File: config.mk
export PLATFORM = sky130hd
export DESIGN_NAME = tap_loader
export DESIGN_NICKNAME = d
export VERILOG_FILES = /design/src/rtl/tap_loader_pkg.sv /design/src/rtl/tap_byte_fetch.sv /design/src/rtl/tap_loader.sv
export SDC_FILE = /design/constraint.sdc
export NUM_CORES = 1
export LEC_CHECK = 0
export CAP_MARGIN = 20
export CORE_UTILIZATION = 25
export CTS_BUF_LIST = sky130_fd_sc_hd__clkbuf_8
export DETAILED_ROUTE_END_ITERATION = 16
export PLACE_DENSITY_LB_ADDON = 0.3
export SYNTH_ARGS = -nofsm -noshare
export SYNTH_HDL_FRONTEND = slang
export SYNTH_HIERARCHICAL = 1
export SYNTH_SLANG_ARGS = --single-unit
File: constraint.sdc
create_clock -name clk_i -period 4.68 [get_ports clk_i]
set_clock_uncertainty 0.1 [all_clocks]
set_input_delay 0.936 -clock clk_i [delete_from_list [all_inputs] [get_ports clk_i]]
set_output_delay 0.936 -clock clk_i [all_outputs]
set_load 0.02 [all_outputs]
File: src/rtl/tap_loader_pkg.sv
// Shared types and constants for the Oric .TAP cache loader.
package tap_loader_pkg;

  typedef enum logic [2:0] {
    ST_IDLE,
    ST_SYNC,
    ST_HDR,
    ST_NAME,
    ST_DATA,
    ST_FILE_DONE,
    ST_DONE,
    ST_ERR
  } tap_state_e;

  localparam logic [7:0] TAP_SYNC_BYTE = 8'h16;
  localparam logic [7:0] TAP_MARK_BYTE = 8'h24;
  localparam int         TAP_HDR_LEN   = 9;

  // Header byte offsets counted from the first byte after the 0x24 marker.
  localparam logic [3:0] TAP_OFS_TYPE    = 4'd2;
  localparam logic [3:0] TAP_OFS_AUTORUN = 4'd3;
  localparam logic [3:0] TAP_OFS_END_H   = 4'd4;
  localparam logic [3:0] TAP_OFS_END_L   = 4'd5;
  localparam logic [3:0] TAP_OFS_START_H = 4'd6;
  localparam logic [3:0] TAP_OFS_START_L = 4'd7;
  localparam logic [3:0] TAP_OFS_LAST    = 4'(TAP_HDR_LEN - 1);

  localparam logic [7:0] TAP_TYPE_BASIC = 8'h00;
  localparam logic [7:0] TAP_TYPE_MCODE = 8'h80;

  // Inclusive region length; 17 bits so 0x0000..0xFFFF does not wrap.
  function automatic logic [16:0] tap_data_len(input logic [15:0] sa, input logic [15:0] ea);
    return {1'b0, ea} - {1'b0, sa} + 17'd1;
  endfunction

endpackage

File: src/rtl/tap_byte_fetch.sv
// Sequential tape-cache reader: each address is issued for one cycle, then held
// in the sample phase until the parser takes the byte.
module tap_byte_fetch #(
  parameter int CACHE_AW = 16
) (
  input  logic                clk_i,
  input  logic                reset_i,
  input  logic                restart_i,
  input  logic                en_i,
  input  logic                take_i,
  input  logic [CACHE_AW-1:0] size_i,
  output logic [CACHE_AW-1:0] cache_addr_o,
  input  logic [7:0]          cache_dout_i,
  output logic [7:0]          byte_o,
  output logic                valid_o,
  output logic                at_end_o
);

  logic [CACHE_AW-1:0] pos_q, pos_d;
  logic [CACHE_AW-1:0] size_q, size_d;
  logic                phase_q, phase_d;

  assign at_end_o     = (pos_q == size_q);
  assign cache_addr_o = pos_q;
  assign byte_o       = cache_dout_i;
  assign valid_o      = phase_q;

  always_comb begin
    pos_d   = pos_q;
    size_d  = size_q;
    phase_d = phase_q;
    if (restart_i) begin
      pos_d   = '0;
      size_d  = size_i;
      phase_d = 1'b0;
    end else if (phase_q) begin
      if (take_i) begin
        pos_d   = pos_q + CACHE_AW'(1);
        phase_d = 1'b0;
      end
    end else if (en_i && !at_end_o) begin
      phase_d = 1'b1;
    end
  end

  always_ff @(posedge clk_i) begin
    if (reset_i) begin
      pos_q   <= '0;
      size_q  <= '0;
      phase_q <= 1'b0;
    end else begin
      pos_q   <= pos_d;
      size_q  <= size_d;
      phase_q <= phase_d;
    end
  end

endmodule

File: src/rtl/tap_loader.sv
// Walks a .TAP image in the tape cache and writes program bytes to RAM.
// Define TAP_LOADER_MULTIFILE_EN to keep loading files after the first one.
module tap_loader
  import tap_loader_pkg::*;
#(
  parameter int CACHE_AW = 16,
  parameter int SYNC_MIN = 3,
  parameter int NAME_MAX = 16
) (
  input  logic                clk_i,
  input  logic                reset_i,
  input  logic                start_i,
  input  logic [CACHE_AW-1:0] tap_size_i,
  output logic [CACHE_AW-1:0] cache_addr_o,
  input  logic [7:0]          cache_dout_i,
  output logic [15:0]         ram_addr_o,
  output logic [7:0]          ram_dout_o,
  output logic                ram_wr_o,
  input  logic                ram_ready_i,
  output logic                busy_o,
  output logic                done_o,
  output logic                error_o,
  output logic                autorun_o,
  output logic [7:0]          file_type_o,
  output logic [15:0]         start_addr_o,
  output logic [15:0]         end_addr_o,
  output logic [7:0]          file_count_o,
  output tap_state_e          state_o
);

  localparam logic [7:0] SYNC_MIN_L = 8'(SYNC_MIN);
  localparam logic [7:0] NAME_MAX_L = 8'(NAME_MAX);

  tap_state_e  state_q, state_d;
  logic [3:0]  hdr_idx_q, hdr_idx_d;
  logic [7:0]  sync_cnt_q, sync_cnt_d, name_cnt_q, name_cnt_d, arun_q, arun_d;
  logic [16:0] rem_q, rem_d;
  logic [15:0] ram_addr_q, ram_addr_d, start_q, start_d, end_q, end_d;
  logic [7:0]  ram_dout_q, ram_dout_d, type_q, type_d, fcnt_q, fcnt_d;
  logic        ram_wr_q, ram_wr_d, busy_q, busy_d, done_q, done_d;
  logic        error_q, error_d, autorun_q, autorun_d;
  logic        launch, take, fetch_en, accept, byte_valid, at_end;
  logic [7:0]  byte_in;

  // RAM port: a write is held stable while ram_wr_o is high and completes in
  // any cycle where ram_wr_o && ram_ready_i; a new byte may load that same cycle.
  assign accept   = ram_wr_q && ram_ready_i;
  assign fetch_en = (state_q == ST_SYNC) || (state_q == ST_HDR) || (state_q == ST_NAME) ||
                    ((state_q == ST_DATA) && (rem_q != 17'd0));

  tap_byte_fetch #(.CACHE_AW(CACHE_AW)) u_fetch (
    .clk_i        (clk_i),
    .reset_i      (reset_i),
    .restart_i    (launch),
    .en_i         (fetch_en),
    .take_i       (take),
    .size_i       (tap_size_i),
    .cache_addr_o (cache_addr_o),
    .cache_dout_i (cache_dout_i),
    .byte_o       (byte_in),
    .valid_o      (byte_valid),
    .at_end_o     (at_end)
  );

  always_comb begin
    state_d = state_q;  hdr_idx_d = hdr_idx_q;  sync_cnt_d = sync_cnt_q;
    name_cnt_d = name_cnt_q;  arun_d = arun_q;  rem_d = rem_q;
    ram_addr_d = ram_addr_q;  ram_dout_d = ram_dout_q;  ram_wr_d = ram_wr_q;
    start_d = start_q;  end_d = end_q;  type_d = type_q;  fcnt_d = fcnt_q;
    done_d = done_q;  error_d = error_q;
    launch = 1'b0;
    take   = 1'b0;
    if (accept) begin
      ram_wr_d   = 1'b0;
      ram_addr_d = ram_addr_q + 16'd1;
    end
    case (state_q)
      ST_IDLE, ST_DONE, ST_ERR: begin
        if (start_i) begin
          launch = 1'b1;  state_d = ST_SYNC;  sync_cnt_d = '0;
          done_d = 1'b0;  error_d = 1'b0;  fcnt_d = '0;
        end else begin
          state_d = ST_IDLE;
        end
      end
      ST_SYNC: begin
        if (byte_valid) begin
          take = 1'b1;
          if (byte_in == TAP_SYNC_BYTE) begin
            sync_cnt_d = (sync_cnt_q < SYNC_MIN_L) ? sync_cnt_q + 8'd1 : sync_cnt_q;
          end else if (byte_in == TAP_MARK_BYTE && sync_cnt_q >= SYNC_MIN_L) begin
            state_d = ST_HDR;  hdr_idx_d = '0;  sync_cnt_d = '0;
          end else begin
            sync_cnt_d = '0;
          end
        end else if (at_end) begin
          state_d = (fcnt_q != 8'd0) ? ST_DONE : ST_ERR;
        end
      end
      ST_HDR: begin
        if (byte_valid) begin
          take      = 1'b1;
          hdr_idx_d = hdr_idx_q + 4'd1;
          case (hdr_idx_q)
            TAP_OFS_TYPE:    type_d = byte_in;
            TAP_OFS_AUTORUN: arun_d = byte_in;
            TAP_OFS_END_H:   end_d[15:8] = byte_in;
            TAP_OFS_END_L:   end_d[7:0] = byte_in;
            TAP_OFS_START_H: start_d[15:8] = byte_in;
            TAP_OFS_START_L: start_d[7:0] = byte_in;
            TAP_OFS_LAST: begin
              if (end_q < start_q) begin
                state_d = ST_ERR;
              end else begin
                state_d = ST_NAME;  name_cnt_d = '0;
                rem_d = tap_data_len(start_q, end_q);  ram_addr_d = start_q;
              end
            end
            default: ;
          endcase
        end else if (at_end) begin
          state_d = ST_ERR;
        end
      end
      ST_NAME: begin
        if (byte_valid) begin
          take = 1'b1;
          if (byte_in == 8'h00)           state_d = ST_DATA;
          else if (name_cnt_q == NAME_MAX_L) state_d = ST_ERR;
          else                            name_cnt_d = name_cnt_q + 8'd1;
        end else if (at_end) begin
          state_d = ST_ERR;
        end
      end
      ST_DATA: begin
        if (rem_q != 17'd0) begin
          if (byte_valid && (!ram_wr_q || ram_ready_i)) begin
            take = 1'b1;  rem_d = rem_q - 17'd1;
            ram_dout_d = byte_in;  ram_wr_d = 1'b1;
          end else if (at_end) begin
            state_d = ST_ERR;
          end
        end else if (!ram_wr_q || accept) begin
          state_d = ST_FILE_DONE;
        end
      end
      ST_FILE_DONE: begin
        fcnt_d = (fcnt_q != 8'hFF) ? fcnt_q + 8'd1 : fcnt_q;
`ifdef TAP_LOADER_MULTIFILE_EN
        state_d = ST_SYNC;  sync_cnt_d = '0;
`else
        state_d = ST_DONE;
`endif
      end
      default: state_d = ST_IDLE;
    endcase
    // A pending write is dropped once the image is known to be bad.
    if (state_d == ST_ERR) ram_wr_d = 1'b0;
    if (state_d == ST_DONE) done_d = 1'b1;
    if (state_d == ST_ERR) error_d = 1'b1;
    busy_d    = (state_d == ST_SYNC) || (state_d == ST_HDR) || (state_d == ST_NAME) ||
                (state_d == ST_DATA) || (state_d == ST_FILE_DONE);
    autorun_d = (state_d == ST_DONE) && (state_q != ST_DONE) && (arun_q != 8'd0);
  end

  always_ff @(posedge clk_i) begin
    if (reset_i) begin
      state_q <= ST_IDLE;  hdr_idx_q <= '0;  sync_cnt_q <= '0;  name_cnt_q <= '0;
      arun_q <= '0;  rem_q <= '0;  ram_addr_q <= '0;  ram_dout_q <= '0;
      ram_wr_q <= 1'b0;  start_q <= '0;  end_q <= '0;  type_q <= '0;  fcnt_q <= '0;
      busy_q <= 1'b0;  done_q <= 1'b0;  error_q <= 1'b0;  autorun_q <= 1'b0;
    end else begin
      state_q <= state_d;  hdr_idx_q <= hdr_idx_d;  sync_cnt_q <= sync_cnt_d;
      name_cnt_q <= name_cnt_d;  arun_q <= arun_d;  rem_q <= rem_d;
      ram_addr_q <= ram_addr_d;  ram_dout_q <= ram_dout_d;  ram_wr_q <= ram_wr_d;
      start_q <= start_d;  end_q <= end_d;  type_q <= type_d;  fcnt_q <= fcnt_d;
      busy_q <= busy_d;  done_q <= done_d;  error_q <= error_d;  autorun_q <= autorun_d;
    end
  end

  assign ram_addr_o   = ram_addr_q;
  assign ram_dout_o   = ram_dout_q;
  assign ram_wr_o     = ram_wr_q;
  assign busy_o       = busy_q;
  assign done_o       = done_q;
  assign error_o      = error_q;
  assign autorun_o    = autorun_q;
  assign file_type_o  = type_q;
  assign start_addr_o = start_q;
  assign end_addr_o   = end_q;
  assign file_count_o = fcnt_q;
  assign state_o      = state_q;

endmodule

# == Yosys cells after proc, flatten, opt, wreduce, memory -nomap -nowiden ==
# Cells that the tools add are included.
# word_totals
register_bits,158
latchBits,0
mem_bits_rw,0
mem_bits_ro,0
in_bits,28
out_inout_bits,96
n_memories,0
# op_classes
n_addsub,9
mul,0
div,0
magnitude_cmp,3
n_eq_ne,41
n_shift,0
n_mux,64
bitwise_logic,0
reduce_logical,51
# ops
op,n
$mux 8,11
$mux 17,5
$mux 16,5
$pmux 8 s2,3
$mux 3,14
$pmux 17 s2,1
$add 16x1->16 const B,2
$add 8x1->8 const B,3
$eq 3x3->1 const B,8
$reduce_and 3->1,8
$mux 1,18
$pmux 3 s6,1
$reduce_bool 2->1,9
$add 17x1->17 const B,1
$reduce_bool 17->1,1
$sub 16x16->17,1
$sub 17x1->17 const B,1
$eq 16x16->1,1
$eq 4x3->1 const B,4
$eq 8x5->1 const B,2
$lt 16x16->1,1
$mux 4,4
$reduce_bool 8->1,2
$ne 2x1->1 const B,7
other kinds (26),55

# == Longest topological paths before layout ==
# Gate-level depths: netlist of run 1.
# depth
depth_word,11
ltp_mapped,13

# == Hierarchy ==
# Netlist of run 1, hierarchy kept.
# by_module_without_submodules
module,n_inst,cells_each,area_per_inst_um2,seq_area_each_um2
tap_loader,1,887,7140.6,2502.4
tap_byte_fetch,1,171,1581.5,660.6

# == Least setup slack after synthesis of run 1 ==
# OpenSTA, ideal clock, no wires.
# synth_path
path_kind,flip-flop to flip-flop
from,"reg start_q[1], in the netlist start_addr_o[1]"
to,reg rem_q[15]
setup_ns,0.114
arrival_time_ns,2.770
required_time_ns,4.466
path_slack_ns,1.696
stages_incl_launch_ff,14
path_buffers,0
period_less_slack_ns,2.984
cell_sequence,dfxtp_1 -> inv_1 -> ha_1 -> inv_1 -> ha_1 -> inv_1 -> fa_1 -> nor2b_1 -> o31ai_1 -> a211oi_1 -> o21ai_1 -> a211oi_1 -> xor2_1 -> a2111oi_0
# synth_between
elab_chain_len,6
word_cells_on_any_way,9
classes_between,add/sub: 2; order compare: 1; eq/ne: 1; mux: 4; reduce/logical: 1
# synth_rtl
element,line_no,source
start: declaration,tap_loader.sv:38,"logic [15:0] ram_addr_q, ram_addr_d, start_q, start_d, end_q, end_d;"
start signal: assignment,tap_loader.sv:176,start_q <= start_d; end_q <= end_d; type_q <= type_d; fcnt_q <= fcnt_d;
$sub 16x16->17,tap_loader_pkg.sv:33,"return {1'b0, ea} - {1'b0, sa} + 17'd1;"
$add 17x1->17,tap_loader_pkg.sv:33,
$mux 17,tap_loader.sv:112,if (end_q < start_q) begin
$mux 17,tap_loader.sv:104,case (hdr_idx_q)
$mux 17,tap_loader.sv:101,if (byte_valid) begin
$pmux 17 s2,tap_loader.sv:77,case (state_q)
end signal: assignment,tap_loader.sv:174,name_cnt_q <= name_cnt_d; arun_q <= arun_d; rem_q <= rem_d;
end: declaration,tap_loader.sv:37,"logic [16:0] rem_q, rem_d;"
# Several ways; a longest one is shown, not always the timed one. The select of a mux whose other input is x is not followed.
# A chain may end at the register's enable or synchronous reset.

# == Final worst setup path of run 1 ==
# layout_path
from,"reg start_q[7], in the netlist start_addr_o[7]"
to,reg rem_q[16]
# The elaborated chain is that of the path after synthesis.

==> run summary, run 1 <==
largest net degree at the start of global routing - 76
Worst Hold Endpoint - sync_cnt_q[4]$_SDFFE_PP0P_
Final Wtd Congestion - 0.8453
type of destination of the critical path - flip-flop
max-slew violations - 0
initial cell density of the core - 25.31%
multi-input logic area - 5089 µm²
final hold vios - 0
number of global-route vias before repair - 7286
reg-to-reg slack, setup - 1.40 ns
hold crit path type - flip-flop to flip-flop
required time at the worst-slack endpoint - 4.96 ns
Clock Pin Slew Worst Setup and Hold Paths - 0.09 ns
Detailed Route Iter0 Violations - 627
hold slack final - 0.3611 ns
buffers inserted during post-CTS setup optimization - 0
Sequential Area - 3163 µm²
RSZ-0062 raised after global routing - no
Post-synth EDFFs - 0
initial antenna violation count - 1
category of the critical setup timing path - flip-flop to flip-flop
type of origin of the critical path - flip-flop
Layout Utilization - 30.93%
total negative slack - 0 ns
logic depth of the worst register-to-register path - 10
Total Die Area - 35640 µm²
DR vias - 7824
core region area - 34460 µm²
# Max-Cap Violations - 0
endpoint arrival time on the critical path - 3.56 ns
Post-CTS Hold Fix Bufs - 0
Remaining Overflow, GRT - 0
placement-stage worst setup slack - 1.167 ns
DIE HEIGHT - 188.8 µm
All-Layer GR Usage - 14.14%
number of stages on the worst hold path - 1
remaining antenna violation count - 0
commonest non-fill, non-tap cell in the layout - sky130_fd_sc_hd__dfxtp_1
main flop type after synthesis - sky130_fd_sc_hd__dfxtp_1
share of layout cells above drive strength 1 - 4.918%
proportion of synthesized chip area in sequential cells - 36.26%
worst reg2reg path endpoint - rem_q[16]$_SDFFE_PP0P_
number of H-tree levels - 4
clock network latency to the later pin of the worst-skew pair - 0.47 ns
area overhead of the layout relative to synthesis - 22.21%
largest buffer count on any clock path - 2
total leakage power - 3.646 nW
DP HPWL - 18650 µm
achievable frequency - 304.7 MHz
FFs w/ async S/R, synth - 0%
total wirelength of the detailed-routed design - 25200 µm
final period demand of the worst path - 3.282 ns
total power - 0.002637 W
PD cells - 247.4 nW/µm²
Final Cycle Share - 70.12%
clock buffers created by TritonCTS - 17
crit path max fanout - 17
# IOs - 124
source of the worst register-to-register timing path - start_addr_o[7]$_SDFFE_PP0P_
count of fill cells added during filler insertion - 3685
cell at the root of the clock tree - sky130_fd_sc_hd__clkbuf_8
DRC - 0
CTS resizes - 0
detailed-route vias per instance - 4.848
clock tree from TritonCTS - built
start point of the worst min-delay path - sync_cnt_q[4]$_SDFFE_PP0P_
area of the mapped netlist - 8722 µm²
Inserted Diodes - 0
tightest slew margin relative to the limit - 36.21%
wire length per cell - 15.61 µm
mean area per synthesized cell - 8.244 µm²
detailed-routing iteration count for the pre-antenna-repair pass - 5
Clock Sinks - 158
Post-Syn Nets - 1140
wire length of the first global-routing pass - 39790 µm
overall die width - 188.8 µm
Peak supply drop - 0.0001764 V
number of warnings issued by yosys - 6
result of the run - finished clean
number of register bits inferred by synthesis - 158
count of input and output buffers - 123
most frequent cells in the layout - 158 x sky130_fd_sc_hd__dfxtp_1, 137 x sky130_fd_sc_hd__nor2_1, 122 x sky130_fd_sc_hd__clkdlybuf4s50_1
Setup-failing EPs final - 0
Cell variety after synth - 75
instance count of the mapped netlist - 1058
final setup margin - 1.398 ns
Post-layout nets - 1228
count of standard-cell rows - 68
transition at the pin with the smallest max-transition slack - 0.9533 ns
-- stage by stage --
step | instances | area, µm²
floorplan | 1058 | 8722
global placement | 1581 | 10290
detailed placement | 1581 | 10290
CTS | 1613 | 10640
global route | 1614 | 10660
finish | 1614 | 10660
-- worst max-delay path by stage --
stage | to | start | slack (ns)
final | rem_q[16]$_SDFFE_PP0P_ | start_addr_o[7]$_SDFFE_PP0P_ | 1.40
after global routing | rem_q[15]$_SDFFE_PP0P_ | start_addr_o[1]$_SDFFE_PP0P_ | 1.14
after CTS | rem_q[12]$_SDFFE_PP0P_ | start_addr_o[12]$_SDFFE_PP0P_ | 1.40
after detailed placement | u_fetch/cache_addr_o[15]$_SDFFE_PP0P_ | ram_ready_i | 1.17
after global placement | rem_q[14]$_SDFFE_PP0P_ | ram_ready_i | 1.18
after floorplan | rem_q[15]$_SDFFE_PP0P_ | start_addr_o[1]$_SDFFE_PP0P_ | 1.70
-- worst max-delay path: stages (launching register included) --
cell	delay [ns]
sky130_fd_sc_hd__dfxtp_1	0.36
sky130_fd_sc_hd__inv_1	0.11
sky130_fd_sc_hd__ha_1	0.35
sky130_fd_sc_hd__nand4_1	0.11
sky130_fd_sc_hd__a211o_1	0.34
sky130_fd_sc_hd__a2111oi_2	0.57
sky130_fd_sc_hd__o21a_1	0.17
sky130_fd_sc_hd__buf_4	0.24
sky130_fd_sc_hd__nor2_1	0.26
sky130_fd_sc_hd__or3_1	0.42
sky130_fd_sc_hd__a31oi_1	0.17
-- metal layers --
layer / vias to the layer above / GRT usage, % / routed length, µm
met5: - / 0 / 7
met4: 2 / 3.877 / 309
met3: 18 / 3.613 / 1586
met2: 213 / 22.33 / 11400
met1: 3708 / 18.94 / 11900
li1: 3883 / - / -
-- sequential cells by signal, summed over array words and instances (netlist names) --
signal                count
sync_cnt_q                8
ram_addr_o               16
rem_q                    17
ram_wr_o                  1
hdr_idx_q                 4
start_addr_o             16
busy_o                    1
error_o                   1
name_cnt_q                8
u_fetch/size_q           16
ram_dout_o                8
arun_q                    8
file_count_o              8
u_fetch/valid_o           1
autorun_o                 1
u_fetch/cache_addr_o     16
end_addr_o               16
done_o                    1
file_type_o               8
state_o                   3
-- cell families (layout without fill, tap and decap cells) --
group                    count (synthesis)  count (layout)  synth area share, %
flip-flops                             158             158                36.26
XOR/XNOR                                61              61                6.125
buffers and inverters                  112             213                5.537
AO/OA/AOI/OAI                          206             206                15.45
multiplexers                            45              45                5.179
adder cells (fa/ha/maj)                 54              54                8.435
AND/OR/NAND/NOR                        422             422                23.01
-- area by class of cell --
cell class	count	share of cell area [%]
clock buffers	18	2.324
clock inverters	14	0.9978
inverters	50	1.761
multi-input cells	788	47.74
flip-flops and latches	158	29.67
well taps	455	5.341
repair buffers	131	12.16
-- synthesized netlist by cell type, types with 4 or more instances --
| library cell | number | area (µm²) |
|---|---|---|
| sky130_fd_sc_hd__or2_2 | 4 | 25.02 |
| sky130_fd_sc_hd__nand3_1 | 63 | 315.3 |
| sky130_fd_sc_hd__a21oi_1 | 74 | 370.4 |
| sky130_fd_sc_hd__buf_4 | 10 | 75.07 |
| sky130_fd_sc_hd__o21ai_0 | 23 | 115.1 |
| sky130_fd_sc_hd__o21ai_1 | 11 | 55.05 |
| sky130_fd_sc_hd__and2_1 | 15 | 93.84 |
| sky130_fd_sc_hd__inv_1 | 50 | 187.7 |
| sky130_fd_sc_hd__o21a_1 | 6 | 45.04 |
| sky130_fd_sc_hd__xor2_1 | 25 | 219.0 |
| sky130_fd_sc_hd__or4_1 | 8 | 60.06 |
| sky130_fd_sc_hd__nor2_1 | 137 | 514.2 |
| sky130_fd_sc_hd__xnor2_1 | 36 | 315.3 |
| sky130_fd_sc_hd__o211ai_1 | 7 | 52.55 |
| sky130_fd_sc_hd__buf_2 | 7 | 35.03 |
| sky130_fd_sc_hd__dfxtp_1 | 158 | 3163 |
| sky130_fd_sc_hd__o22ai_1 | 4 | 25.02 |
| sky130_fd_sc_hd__nor2b_1 | 10 | 62.56 |
| sky130_fd_sc_hd__clkbuf_1 | 39 | 146.4 |
| sky130_fd_sc_hd__o31ai_1 | 6 | 45.04 |
| sky130_fd_sc_hd__ha_1 | 46 | 575.6 |
| sky130_fd_sc_hd__nand4_1 | 21 | 131.4 |
| sky130_fd_sc_hd__nand2b_1 | 6 | 37.54 |
| sky130_fd_sc_hd__nand2_1 | 97 | 364.1 |
| sky130_fd_sc_hd__mux2i_1 | 44 | 440.4 |
| sky130_fd_sc_hd__a211oi_1 | 26 | 195.2 |
| sky130_fd_sc_hd__and3_1 | 9 | 56.30 |
| sky130_fd_sc_hd__nor3_1 | 24 | 120.1 |
| sky130_fd_sc_hd__nor4_1 | 9 | 56.30 |
| sky130_fd_sc_hd__a31oi_1 | 6 | 37.54 |
| sky130_fd_sc_hd__fa_1 | 8 | 160.2 |
-- power by group --
part	switching, W	internal, W	leakage, nW
Combinational	0.000155	0.000107	2.18
Clock	0.000544	0.000425	0.187
Sequential	0.0000391	0.00137	1.28
Note: power is estimated with default switching activity, not from simulation.
==> inputs of run 2 (changes only) <==
==> constraint.sdc (replaced) <==
create_clock -name clk_i -period 3.3 [get_ports clk_i]
set_clock_uncertainty 0.1 [all_clocks]
set_input_delay 0.66 -clock clk_i [delete_from_list [all_inputs] [get_ports clk_i]]
set_output_delay 0.66 -clock clk_i [all_outputs]
set_load 0.02 [all_outputs]
==> run summary, run 2 (same netlist as run 1, synthesis figures left out) <==
overall die width - 188.8 µm (unchanged)
core region area - 34460 µm² (unchanged)
total wirelength of the detailed-routed design - 25000 µm (-0.80%)
Post-CTS Hold Fix Bufs - 0 (unchanged)
Inserted Diodes - 0 (unchanged)
Post-layout nets - 1263 (+2.9%)
most frequent cells in the layout - 158 x sky130_fd_sc_hd__dfxtp_1, 137 x sky130_fd_sc_hd__nor2_1, 122 x sky130_fd_sc_hd__clkdlybuf4s50_1
clock buffers created by TritonCTS - 17 (unchanged)
internal cell power - 0.002849 W (+50%)
crit path max fanout - 5 (-12)
register with the most flip-flops - rem_q
type of origin of the critical path - flip-flop
commonest non-fill, non-tap cell in the layout - sky130_fd_sc_hd__dfxtp_1
Cell Count, Final, Fillers Out - 1649 (+2.2%)
DP HPWL - 18680 µm (+0.14%)
total leakage power - 3.851 nW (+5.6%)
Peak supply drop - 0.0002267 V (+28%)
hold crit path type - flip-flop to flip-flop
endpoint arrival time on the critical path - 3.32 ns (-0.24 ns)
detailed-routing iteration count for the pre-antenna-repair pass - 5 (unchanged)
type of destination of the critical path - flip-flop
total negative slack - 0 ns (unchanged)
net switching component of the power - 0.001116 W (+51%)
share of layout cells above drive strength 1 - 8.291% (+3.4 points)
clock network latency to the later pin of the worst-skew pair - 0.47 ns (about the same)
cell at the root of the clock tree - sky130_fd_sc_hd__clkbuf_8
Total Die Area - 35640 µm² (unchanged)
# IOs - 124 (unchanged)
achievable frequency - 327.1 MHz (+7.3%)
reg-to-reg slack, setup - 0.24 ns (-1.16 ns)
Detailed Route Iter0 Violations - 566 (-9.7%)
Clock Pin Slew Worst Setup and Hold Paths - 0.10 ns (about the same)
placed cell count - 1617 (+2.3%)
clock tree from TritonCTS - built
result of the run - finished clean
category of the critical setup timing path - flip-flop to flip-flop
initial cell density of the core - 25.31% (unchanged)
portion of total power attributed to sequential cells - 49.7% (-3.6 points)
DRC - 0 (unchanged)
area overhead of the layout relative to synthesis - 26.09%
final period demand of the worst path - 3.057 ns (-0.2242 ns)
# Max-Cap Violations - 0 (unchanged)
transition at the pin with the smallest max-transition slack - 0.9059 ns (-0.04746 ns)
wire length of the first global-routing pass - 40280 µm (+1.2%)
DIE HEIGHT - 188.8 µm (unchanged)
Remaining Overflow, GRT - 0 (unchanged)
hold slack final - 0.3616 ns (+0.0005590 ns)
wire length per cell - 15.16 µm (-2.9%)
Final Cycle Share - 92.65% (+23 points)
RSZ-0062 raised after global routing - no
Clock power frac - 39.3% (+2.6 points)
largest buffer count on any clock path - 2 (unchanged)
tightest slew margin relative to the limit - 39.38% (+3.2 points)
DR vias - 7801 (-0.29%)
count of input and output buffers - 123 (unchanged)
Combinational Power Share - 11.0% (+1.0 points)
Clock Sinks - 158 (unchanged)
number of H-tree levels - 4 (unchanged)
number of global-route vias before repair - 7437 (+2.1%)
largest net degree at the start of global routing - 102 (+34%)
Setup-failing EPs final - 0 (unchanged)
buffers inserted during post-CTS setup optimization - 0 (unchanged)
max-slew violations - 0 (unchanged)
required time at the worst-slack endpoint - 3.56 ns (-1.40 ns)
detailed-route vias per instance - 4.731 (-2.4%)
initial antenna violation count - 1 (unchanged)
count of standard-cell rows - 68 (unchanged)
All-Layer GR Usage - 14.21% (+0.065 points)
final hold vios - 0 (unchanged)
PD cells - 360.6 nW/µm² (+46%)
sw frac - 28.15% (+0.16 points)
Final Wtd Congestion - 0.8448 (about the same)
remaining antenna violation count - 0 (unchanged)
flip-flop count of the largest register after layout - 17 (unchanged)
==> run 2: timing repair <==
item | 4_1_cts | 5_1_grt
hold endpoints to repair | 0 | 0
resized for setup | 0 | 2
setup endpoints to repair | 0 | 1
==> run 2: layout make-up <==
cell class	count	area (µm²)
multi-input cells	788	5099
clock buffers	19	261.5
clock inverters	13	153.9
fillers	3645	23460
flip-flops and latches	158	3163
well taps	455	569.3
repair buffers	166	1564
inverters	50	187.7
==> run 2: power groups by stage <==
stage	clock network (W)	registers, W	logic (W)
after global routing	0.00170	0.00198	0.000478
after floorplan	0	0.00201	0.000282
after CTS	0.00160	0.00197	0.000437
after detailed placement	0	0.00202	0.000435
after global placement	0	0.00202	0.000434
final	0.00156	0.00197	0.000434
==> run 2: metal layers <==
layer / part of all wire [%] / wire length, µm / vias up / global-route usage, %
li1: - / - / 3960 / -
met1: 46 / 11590 / 3672 / 18.60
met2: 47 / 11750 / 151 / 22.84
met3: 5.6 / 1396 / 16 / 4.023
met4: 0.99 / 248 / 2 / 3.536
met5: 0.048 / 12 / - / 0
==> run 2: path summary, 6_finish.rpt <==
| kind | endpoint | depth (start not counted) | startpoint |
|---|---|---|---|
| max | rem_q[15]$_SDFFE_PP0P_ | 10 | start_addr_o[6]$_SDFFE_PP0P_ |
| min | sync_cnt_q[3]$_SDFFE_PP0P_ | 1 | sync_cnt_q[3]$_SDFFE_PP0P_ |
| max reg2reg | rem_q[15]$_SDFFE_PP0P_ | 10 | start_addr_o[6]$_SDFFE_PP0P_ |
| min reg2reg | sync_cnt_q[3]$_SDFFE_PP0P_ | 1 | sync_cnt_q[3]$_SDFFE_PP0P_ |
==> run 2: metrics by stage <==
step                      utilization [%]  area (µm²)  worst slack [ns]  power [W]
after floorplan                         -        8722            0.3157   0.002293
after global placement              30.68       10570            0.2147   0.002449
after detailed placement            30.68       10570            0.2081   0.002451
after CTS                           31.89       10990            0.1820   0.004011
after global routing                31.92       11000           0.02468   0.004152
final                               31.92       11000            0.2427   0.003966
==> run 2: critical path: stages (launching register included) <==
cell and delay (ns):
sky130_fd_sc_hd__dfxtp_1 0.35, sky130_fd_sc_hd__inv_1 0.08, sky130_fd_sc_hd__ha_1 0.23, sky130_fd_sc_hd__fa_1 0.59, sky130_fd_sc_hd__o21ai_0 0.16, sky130_fd_sc_hd__or2_2 0.32, sky130_fd_sc_hd__a211oi_2 0.24, sky130_fd_sc_hd__o21ai_1 0.15
sky130_fd_sc_hd__a211oi_1 0.27, sky130_fd_sc_hd__xor2_1 0.10, sky130_fd_sc_hd__a2111oi_0 0.37
==> inputs of run 3 (changes only) <==
--- a/config.mk
+++ b/config.mk
@@ -10,6 +10,7 @@
 export CTS_BUF_LIST = sky130_fd_sc_hd__clkbuf_8
 export DETAILED_ROUTE_END_ITERATION = 16
 export PLACE_DENSITY_LB_ADDON = 0.3
+export SLEW_MARGIN = 10
 export SYNTH_ARGS = -nofsm -noshare
 export SYNTH_HDL_FRONTEND = slang
 export SYNTH_HIERARCHICAL = 1
==> results of run 3 <==
Same layout as run 2: the final DEF is identical, and so are final timing and power.
